## config.mk

```make
export PLATFORM = sky130hd
export DESIGN_NAME = mem_stage_ctrl
export DESIGN_NICKNAME = d
export VERILOG_FILES = /design/src/rtl/mem_stage_ctrl.sv
export SDC_FILE = /design/constraint.sdc
export NUM_CORES = 1
export LEC_CHECK = 0
export ABC_AREA = 1
export CORE_MARGIN = 2
export CORE_UTILIZATION = 32
export CTS_CLUSTER_DIAMETER = 40
export DETAILED_ROUTE_END_ITERATION = 7
export PLACE_DENSITY = 0.87
export SLEW_MARGIN = 20
export SYNTH_ARGS = -nofsm -noshare
export SYNTH_HDL_FRONTEND = slang
export SYNTH_SLANG_ARGS = --single-unit
```

## constraint.sdc

```tcl
create_clock -name CLK -period 3 [get_ports CLK]
set_clock_uncertainty 0.15 [all_clocks]
set_input_delay 0.3 -clock CLK [delete_from_list [all_inputs] [get_ports CLK]]
set_output_delay 0.3 -clock CLK [all_outputs]
set_load 0.05 [all_outputs]
```

## src/rtl/mem_stage_ctrl.sv

```systemverilog
// M-stage data-memory handshake controller: IDLE -> ACCESS -> DONE per access.
// Define MEM_TIMEOUT_EN to bound the MemAck wait to TIMEOUT_CYCLES cycles.
module mem_stage_ctrl #(
  parameter int unsigned TIMEOUT_CYCLES = 64
) (
  input  logic        CLK,
  input  logic        Reset,
  input  logic        MemtoRegM,
  input  logic        MemWriteM,
  input  logic [31:0] ALUOutM,
  input  logic [31:0] WriteDataM,
  output logic        MemReq,
  output logic        MemWe,
  output logic [31:0] MemAddr,
  output logic [31:0] MemWData,
  input  logic        MemAck,
  input  logic [31:0] MemRData,
  output logic        StallM,
  output logic [31:0] ReadDataM,
  output logic        MemErrM
);

  typedef enum logic [1:0] {
    IDLE   = 2'd0,
    ACCESS = 2'd1,
    DONE   = 2'd2
  } state_t;

  state_t      state_q, state_d;
  logic [31:0] rdata_q, rdata_d;
  logic        err_q, err_d;
  logic        access, misal, is_load;
  logic        in_idle, in_acc;
  logic        to_hit;

  assign access  = MemtoRegM | MemWriteM;
  assign misal   = |ALUOutM[1:0];
  assign is_load = MemtoRegM & ~MemWriteM;
  assign in_idle = (state_q == IDLE);
  assign in_acc  = (state_q == ACCESS);

`ifdef MEM_TIMEOUT_EN
  localparam logic [7:0] TO_LAST = 8'(TIMEOUT_CYCLES - 1);

  logic [7:0] cnt_q, cnt_d;

  assign to_hit = in_acc & (cnt_q == TO_LAST);

  // Zero while idle so every ACCESS entry starts a fresh count.
  always_comb begin
    cnt_d = cnt_q;
    if (in_idle)
      cnt_d = '0;
    else if (in_acc && !MemAck)
      cnt_d = cnt_q + 8'd1;
  end

  always_ff @(posedge CLK or negedge Reset) begin
    if (!Reset) cnt_q <= '0;
    else        cnt_q <= cnt_d;
  end
`else
  logic unused_cfg;

  assign to_hit     = 1'b0;
  assign unused_cfg = (TIMEOUT_CYCLES != 0);
`endif

  always_comb begin
    state_d = state_q;
    rdata_d = rdata_q;
    err_d   = err_q;
    unique case (state_q)
      IDLE: begin
        if (access) begin
          if (misal) begin
            state_d = DONE;
            err_d   = 1'b1;
          end else begin
            state_d = ACCESS;
          end
        end
      end
      ACCESS: begin
        if (MemAck) begin
          state_d = DONE;
          if (is_load) rdata_d = MemRData;
        end else if (to_hit) begin
          state_d = DONE;
          err_d   = 1'b1;
          if (is_load) rdata_d = 32'hDEADBEEF;
        end
      end
      DONE:    state_d = IDLE;
      default: state_d = IDLE;
    endcase
  end

  always_ff @(posedge CLK or negedge Reset) begin
    if (!Reset) begin
      state_q <= IDLE;
      rdata_q <= '0;
      err_q   <= 1'b0;
    end else begin
      state_q <= state_d;
      rdata_q <= rdata_d;
      err_q   <= err_d;
    end
  end

  assign MemReq    = in_acc;
  assign MemWe     = in_acc & MemWriteM;
  assign MemAddr   = in_acc ? {ALUOutM[31:2], 2'b00} : '0;
  assign MemWData  = in_acc ? WriteDataM : '0;
  assign StallM    = (in_idle & access) | in_acc;
  assign ReadDataM = rdata_q;
  assign MemErrM   = err_q;

endmodule
```

# ---- Word level (Yosys, flattened, before mapping)
# Cells that the tools add are included.
dict set report classes {
  n_eq_ne 3
  muxes 6
  bitwise_logic 6
  reduce_logical 5
}
# op count
set op_table {}
lappend op_table {{$mux 32} 2}
lappend op_table {{$mux 2} 3}
lappend op_table {{$reduce_and 3->1} 2}
lappend op_table {{$ne 2x2->1 const B} 2}
lappend op_table {{$pmux 2 s2} 1}
lappend op_table {{$and 1x1->1} 3}
lappend op_table {{$eq 2x1->1 const B} 1}
lappend op_table {{$logic_not 2->1} 1}
lappend op_table {{$or 1x1->1} 2}
lappend op_table {{$reduce_and 2->1} 1}
lappend op_table {{$reduce_or 2->1} 1}
lappend op_table {{$not 1->1} 1}
dict set report word_totals {
  regBits 35
  inputBits 101
  out_inout_bits 100
  word_cells 23
}

# ---- Depth between registers and ports, before layout
# Gate-level depths: netlist (run 1).
dict set report logic_depth {
  word_depth 4
  ltp_mapped 6
  depth_no_buf 5
}

# ---- Worst setup path after synthesis (run 1)
# OpenSTA, ideal clock, no wires.
dict set report synth_path {
  kind {register to output}
  start {register state_q[1]}
  end {output MemAddr[13]}
  arrival_ns 1.513
  required_ns 2.550
  path_slack_ns 1.037
  stages_incl_launch_ff 6
  path_buffers 2
  path_cell_list {dfrtp_1 -> inv_2 -> nand2_2 -> clkbuf_8 -> buf_4 -> nor2_1}
}
dict set report synth_via {
  elab_chain_cells 2
}
# element line
set synth_lines {}
lappend synth_lines {{from (decl)} 29} ;# state_t state_q, state_d;
lappend synth_lines {{from (signal assigned)} 105} ;# state_q <= state_d;
lappend synth_lines {{$eq 2x1->1} 40} ;# assign in_acc = (state_q == ACCESS);
lappend synth_lines {{$mux 32} 113} ;# assign MemAddr = in_acc ? {ALUOutM[31:2], 2'b00} : '0;
lappend synth_lines {{to (decl)} 14} ;# output logic [31:0] MemAddr,
# No other way between the ends.

# ---- Worst setup path in the final report (run 1)
dict set report layout_path {
  start {register state_q[1]}
  end {output MemWData[1]}
}
dict set report layout_via {
  elab_chain_cells 2
}
# element line
set layout_lines {}
lappend layout_lines {{$eq 2x1->1} 40}
lappend layout_lines {{$mux 32} 114} ;# assign MemWData = in_acc ? WriteDataM : '0;
lappend layout_lines {{to (decl)} 15} ;# output logic [31:0] MemWData,
# No other way between the ends.

==> reports/metrics.csv, run 1 <==
stage;metric;value;unit
floorplan;Core ar.;6030;µm²
synthesis;mapped cell area;2030;µm²
floorplan;chip width;83.6;µm
clock_network;Max clock buf depth;2;
route;drt initial violations;101;
setup_path;r2r worst-path depth;5;
placement;Post-DP Area;3950;µm²
sta;Final Worst Setup Slack;451;ps
pwr;Lkg Pwr;0.00208;µW
worst_hold_path;hold crit path type;register to register;
setup_path;CP Launch Type;register;
floorplan;Placement Rows;28;
placement;GP Congestion;0.818;
route;routed vias;2389;
setup_path;worst reg2reg endpoint;ReadDataM[22]$_DFFE_PN0P_;
synthesis;sequential area share after synthesis;0.432;
setup_path;Slowest-stage cell, CP;clkdlybuf4s50_1;
layout;FF/Latch Area;876;µm²
clock_network;clk root buf;clkbuf_8;
global_routing;largest net degree at the start of global routing;65;
layout;design area;4060;µm²
setup_path;Crit path required time;2550;ps
clock_network;number of gates resized after cts;0;
placement;Detailed Place HPWL;5.88;mm
global_routing;first-pass GRT wire length;11.8;mm
status;outcome;finished clean;
setup_path;cell chain of the critical path;inv_2 -> nand2_2 -> buf_12 -> nor2_1 -> clkdlybuf4s50_1;
route;Post-Route WL;7.15;mm
route;routed len/inst;12.6;µm
setup_path;Arr. time, crit path;2100;ps
floorplan;I/O Pins;201;
layout;Multi-input gate area;727;µm²
floorplan;die area;6980;µm²
synthesis;Syn Area/Cell;6.80;µm²
floorplan;chip height;83.6;µm
global_routing;initial antenna violation count;0;
route;DR DRC count;0;
layout;fin nets;592;
clock_network;CTS Sinks;35;
route;Via density;4.21;
sta;Worst Max-Slew Pin Slew;761;ps
clock_network;Worst-Skew Late Latency;280;ps
worst_hold_path;Hold Crit Endpoint;ReadDataM[9]$_DFFE_PN0P_;
clock_network;Clk pin slew, worst setup/hold paths;70;ps
worst_hold_path;hold_sp;ReadDataM[9]$_DFFE_PN0P_;
sta;RSZ-0062 raised after global routing;false;
placement;# port buffers;198;
sta;maximum clock rate;392;MHz
sta;Tmin final;2550;ps
sta;pins over their slew limit;0;
layout;layout cells sized above 1;0.0447;
setup_path;FF-to-FF setup slack;1330;ps
setup_path;CP Class;register to output port;
setup_path;CP endpoint kind;output port;
synthesis;synthesized flop and latch total;35;
synthesis;post-synth cell types;16;
setup_path;crit-path max FO;64;
setup_path;r2r startpoint;state_q[1]$_DFFE_PN0P_;
sta;Final setup violation count;0;
pwr;Tot Pwr;3300;µW
flow_run;Max-Cap Viols;0;
setup_path;CP peak stage delay;830;ps
sta;Final Hold Vio Count;0;
layout;Area Growth Syn to Fin;101;%
clock_network;CTS buffer count;5;
route;Antenna Nets Post-Route;0;
pwr;pwr dens;812;nW/µm²
sta;Rel. slew slack;0.493;
synthesis;Synth warnings;0;
clock_network;Clock H-tree levels;2;
sta;Min Hold Slack;322;ps
clock_network;CTS tree;built;
global_routing;total gr overflow;0;
route;DR pass1 iterations;5;
placement;DP Worst Slack;649;ps
worst_hold_path;hold path depth;2;
sta;final setup TNS;0;ps
pwr;VDD IR max;0.680;mV
layout;ANT cells;0;
floorplan;Initial Util;0.336;
sta;Tcrit/Tclk final;0.850;
layout;Filler Cells Inserted;514;
global_routing;All-Layer GR Usage;0.207;
synthesis;Mapped Cells;298;
global_routing;via count of the first global-routing pass;2398;
## what timing repair did
action                                 CTS  global route
hold buffers                             1             0
buffers inserted                         0             0
endpoints found under the hold margin   35             0
## worst max-delay path: cells and delay by family (launching register included)
family,cells,cell delay [ps]
buffers and inverters,3,1120
DFF,1,430
and+or+nand+nor,2,260
## how the worst max path moves through the flow
stage                                       from     endpoint  depth (start not counted)
after floorplan           state_q[1]$_DFFE_PN0P_  MemAddr[13]                          5
after global placement                 MemtoRegM       StallM                          4
after detailed placement               MemtoRegM       StallM                          4
after CTS                 state_q[1]$_DFFE_PN0P_  MemWData[1]                          5
after global routing      state_q[1]$_DFFE_PN0P_  MemWData[1]                          5
final                     state_q[1]$_DFFE_PN0P_  MemWData[1]                          5
## per-layer routing
| metal | GRT usage | share of wire |
|---|---|---|
| met4 | 0.0469 | 0.018 |
| met2 | 0.377 | 0.50 |
| met5 | 0 | 0 |
| met3 | 0.0682 | 0.093 |
| met1 | 0.235 | 0.38 |
## cell usage after synthesis, drive strengths merged
| cell type | instances | area (µm²) |
|---|---|---|
| buf | 14 | 150 |
| clkbuf | 1 | 13.8 |
| conb | 1 | 3.75 |
| dfrtp | 35 | 876 |
| inv | 70 | 263 |
| nand2 | 103 | 399 |
| nand3 | 2 | 27.5 |
| nor2 | 68 | 270 |
| o21ai | 3 | 15.0 |
| o21bai | 1 | 7.51 |
## cell usage in the layout, fill, tap and decap left out
master	n
nand2_1	98
dlygate4sd3_1	1
clkdlybuf4s50_1	196
nand2_2	5
o21bai_1	1
conb_1	2
buf_12	1
clkbuf_1	1
inv_1	67
nand3_4	1
buf_2	1
buf_4	1
nor2_4	2
clkbuf_8	7
o21ai_0	3
nand3_2	1
dfrtp_1	35
inv_2	3
nor2_1	66
## cell families after synthesis
group	after synthesis	share of synthesized area
and+or+nand+nor	173	0.344
buffers and inverters	85	0.211
DFF	35	0.432
AOI/OAI and AO/OA	4	0.0111
other	1	0.00185
## layout make-up
class / instances / area share
tap: 75 / 0.0231
clock buffer: 8 / 0.0246
sequential: 35 / 0.216
timing repair buffer: 200 / 0.493
inverter: 70 / 0.0647
multi-input combinational: 179 / 0.179
## sequential cells by signal (all words and copies together) (netlist names)
signal,count
ReadDataM,32
state_q,2
MemErrM,1
## through the flow
stage	utilization	std cells
floorplan	-	299
global placement	0.656	558
detailed placement	0.656	558
CTS	0.674	567
global route	0.674	567
finish	0.674	567
## power breakdown
group          total (µW)  switching [µW]  leakage, µW  internal [µW]
sequential            813             129     0.000453            684
combinational        2120            1420      0.00158            702
clock                 365             155    0.0000515            209
Power figures use the tool's default switching activity.
==> run 2: changes to the inputs <==
--- a/config.mk
+++ b/config.mk
@@ -7,10 +7,10 @@
 export LEC_CHECK = 0
 export ABC_AREA = 1
 export CORE_MARGIN = 2
-export CORE_UTILIZATION = 32
+export CORE_UTILIZATION = 30
 export CTS_CLUSTER_DIAMETER = 40
 export DETAILED_ROUTE_END_ITERATION = 7
-export PLACE_DENSITY = 0.87
+export PLACE_DENSITY = 0.82
 export SLEW_MARGIN = 20
 export SYNTH_ARGS = -nofsm -noshare
 export SYNTH_HDL_FRONTEND = slang
==> constraint.sdc (replaced) <==
create_clock -name CLK -period 2.6 [get_ports CLK]
set_clock_uncertainty 0.15 [all_clocks]
set_input_delay 0.26 -clock CLK [delete_from_list [all_inputs] [get_ports CLK]]
set_output_delay 0.26 -clock CLK [all_outputs]
set_load 0.05 [all_outputs]
==> reports/metrics.csv, run 2 (same netlist as run 1, synthesis figures left out) <==
stage;metric;value;unit;change
sta;maximum clock rate;449;MHz;
sta;Tmin final;2230;ps;
route;drt initial violations;87;;was 101
layout;layout cells sized above 1;0.176;;was 0.0447
route;routed vias;2404;;was 2,389
setup_path;FF-to-FF setup slack;630;ps;was 1330 ps
sta;Final setup violation count;0;;unchanged
floorplan;chip width;86.2;µm;was 83.6 µm
setup_path;CP Class;register to output port;;unchanged
global_routing;All-Layer GR Usage;0.206;;was 0.207
layout;commonest non-fill, non-tap cell in the layout;clkdlybuf4s50_1;;unchanged
placement;DP Worst Slack;582;ps;was 649 ps
pwr;switching share of power;0.501;;was 0.517
pwr;sequential power share;0.231;;was 0.246
pwr;combinational share of power;0.663;;was 0.643
placement;Detailed Place HPWL;6.49;mm;was 5.88 mm
sta;final setup TNS;0;ps;unchanged
clock_network;CTS tree;built;;unchanged
clock_network;Max clock buf depth;2;;unchanged
sta;Rel. slew slack;0.498;;was 0.493
pwr;Clock power frac;0.106;;was 0.110
route;DR pass1 iterations;4;;was 5
sta;pins over their slew limit;0;;unchanged
setup_path;r2r worst-path depth;5;;unchanged
pwr;Lkg Pwr;0.00238;µW;was 0.00208 µW
clock_network;CTS Sinks;35;;unchanged
route;Post-Route WL;7.71;mm;was 7.15 mm
setup_path;Crit path required time;2190;ps;was 2550 ps
clock_network;Worst-Skew Late Latency;270;ps;was 280 ps
global_routing;total gr overflow;0;;unchanged
clock_network;clk root buf;clkbuf_8;;unchanged
setup_path;CP endpoint kind;output port;;unchanged
layout;fin nets;593;;was 592
floorplan;Initial Util;0.315;;was 0.336
layout;most frequent cells in the layout;clkdlybuf4s50_1, nand2_1, inv_1;;unchanged
clock_network;Clock H-tree levels;2;;unchanged
placement;GP Congestion;0.773;;was 0.818
sta;Min Hold Slack;320;ps;was 322 ps
flow_run;Max-Cap Viols;0;;unchanged
clock_network;number of gates resized after cts;0;;unchanged
setup_path;CP peak stage delay;430;ps;was 830 ps
floorplan;Core ar.;6420;µm²;was 6030 µm²
clock_network;setup bufs post-CTS;0;;unchanged
layout;Filler Cells Inserted;483;;was 514
floorplan;chip height;86.2;µm;was 83.6 µm
setup_path;crit-path max FO;27;;was 64
sta;RSZ-0062 raised after global routing;false;;unchanged
sta;Final Hold Vio Count;0;;unchanged
layout;ANT cells;0;;unchanged
layout;Area Growth Syn to Fin;132;%;was 101%
global_routing;initial antenna violation count;0;;unchanged
clock_network;Hold Buf Count CTS;1;;unchanged
setup_path;Arr. time, crit path;1820;ps;was 2100 ps
clock_network;CTS buffer count;5;;unchanged
floorplan;die area;7430;µm²;was 6980 µm²
global_routing;largest net degree at the start of global routing;36;;was 65
sta;Final Worst Setup Slack;373;ps;was 451 ps
route;Antenna Nets Post-Route;0;;unchanged
floorplan;I/O Pins;201;;unchanged
layout;FF/Latch Area;876;µm²;unchanged
floorplan;Placement Rows;29;;was 28
layout;final core area utilization;0.731;;was 0.674
route;Via density;4.22;;was 4.21
clock_network;Clk pin slew, worst setup/hold paths;70;ps;about the same
pwr;VDD IR max;0.732;mV;was 0.680 mV
setup_path;cell chain of the critical path;inv_2 -> nand2_2 -> buf_4 -> nor2_1 -> buf_12;;was inv_2 -> nand2_2 -> buf_12 -> nor2_1 -> clkdlybuf4s50_1
global_routing;first-pass GRT wire length;12.1;mm;was 11.8 mm
pwr;pwr dens;862;nW/µm²;was 812 nW/µm²
route;DR DRC count;0;;unchanged
sta;Worst Max-Slew Pin Slew;753;ps;was 761 ps
route;routed len/inst;13.5;µm;was 12.6 µm
status;outcome;finished clean;;unchanged
worst_hold_path;hold crit path type;register to register;;unchanged
global_routing;via count of the first global-routing pass;2473;;was 2,398
setup_path;Slowest-stage cell, CP;dfrtp_1;;was clkdlybuf4s50_1
pwr;net switching power;2030;µW;was 1710 µW
placement;# port buffers;198;;unchanged
layout;Multi-input gate area;727;µm²;unchanged
worst_hold_path;hold path depth;2;;unchanged
pwr;internal power;2020;µW;was 1600 µW
pwr;Tot Pwr;4050;µW;was 3300 µW
setup_path;CP Launch Type;register;;unchanged
sta;Tcrit/Tclk final;0.857;;
layout;max reg flops;32;;unchanged
[run 2: changes by cell type in the layout (fill, tap and decap cells not counted), sizes merged]
cell,change
clkinvlp,+1
buf,+64
clkdlybuf4s50,-63
clkbuf,-1
[run 2: power groups by stage]
stage               logic (µW)  clock network, µW  registers [µW]
global route              2800                466             966
floorplan                  722                  0            1760
detailed placement        2700                  0             936
global placement          2660                  0             936
CTS                       2700                443             938
finish                    2680                428             937
[run 2: critical path: cells and delay by family (launching register included)]
| kind | cells | cell delay [ps] |
|---|---|---|
| buffers and inverters | 3 | 590 |
| flip-flops | 1 | 430 |
| AND/OR/NAND/NOR | 2 | 520 |
[run 2: final timing paths]
check | end | startpoint
min in group asynchronous | ReadDataM[14]$_DFFE_PN0P_ | Reset
min reg2reg | ReadDataM[7]$_DFFE_PN0P_ | ReadDataM[7]$_DFFE_PN0P_
max in group asynchronous | ReadDataM[12]$_DFFE_PN0P_ | Reset
max | MemAddr[8] | state_q[1]$_DFFE_PN0P_
max reg2reg | ReadDataM[28]$_DFFE_PN0P_ | state_q[1]$_DFFE_PN0P_
min | ReadDataM[7]$_DFFE_PN0P_ | ReadDataM[7]$_DFFE_PN0P_
[run 2: final cells by class]
type | count | area share
Sequential cell | 35 | 0.187
Timing Repair Buffer | 201 | 0.560
Inverter | 70 | 0.0560
Clock buffer | 7 | 0.0205
Multi-Input combinational cell | 179 | 0.155
Clock inverter | 1 | 0.00160
Tap cell | 77 | 0.0205
[run 2: per-layer routing]
layer,routed length [µm],vias up,track usage
met3,610,20,0.0476
met4,262,0,0.0881
met1,2890,1052,0.230
met2,3950,130,0.375
met5,0,-,0
li1,-,1202,-
[run 2: stage by stage]
stage | instances | instance area (µm²)
2_1_floorplan | 299 | 2030
3_3_place_gp | 561 | 4580
3_5_place_dp | 561 | 4580
4_1_cts | 570 | 4700
5_1_grt | 570 | 4700
6_report | 570 | 4700
==> run 3: changes to the inputs <==
--- a/config.mk
+++ b/config.mk
@@ -10,8 +10,10 @@
 export CORE_UTILIZATION = 30
 export CTS_CLUSTER_DIAMETER = 40
 export DETAILED_ROUTE_END_ITERATION = 7
+export GPL_ROUTABILITY_DRIVEN = 1
 export PLACE_DENSITY = 0.82
 export SLEW_MARGIN = 20
 export SYNTH_ARGS = -nofsm -noshare
 export SYNTH_HDL_FRONTEND = slang
 export SYNTH_SLANG_ARGS = --single-unit
+export TNS_END_PERCENT = 100
==> results of run 3 <==
Same layout as run 2: the final DEF is identical, and so are final timing and power.
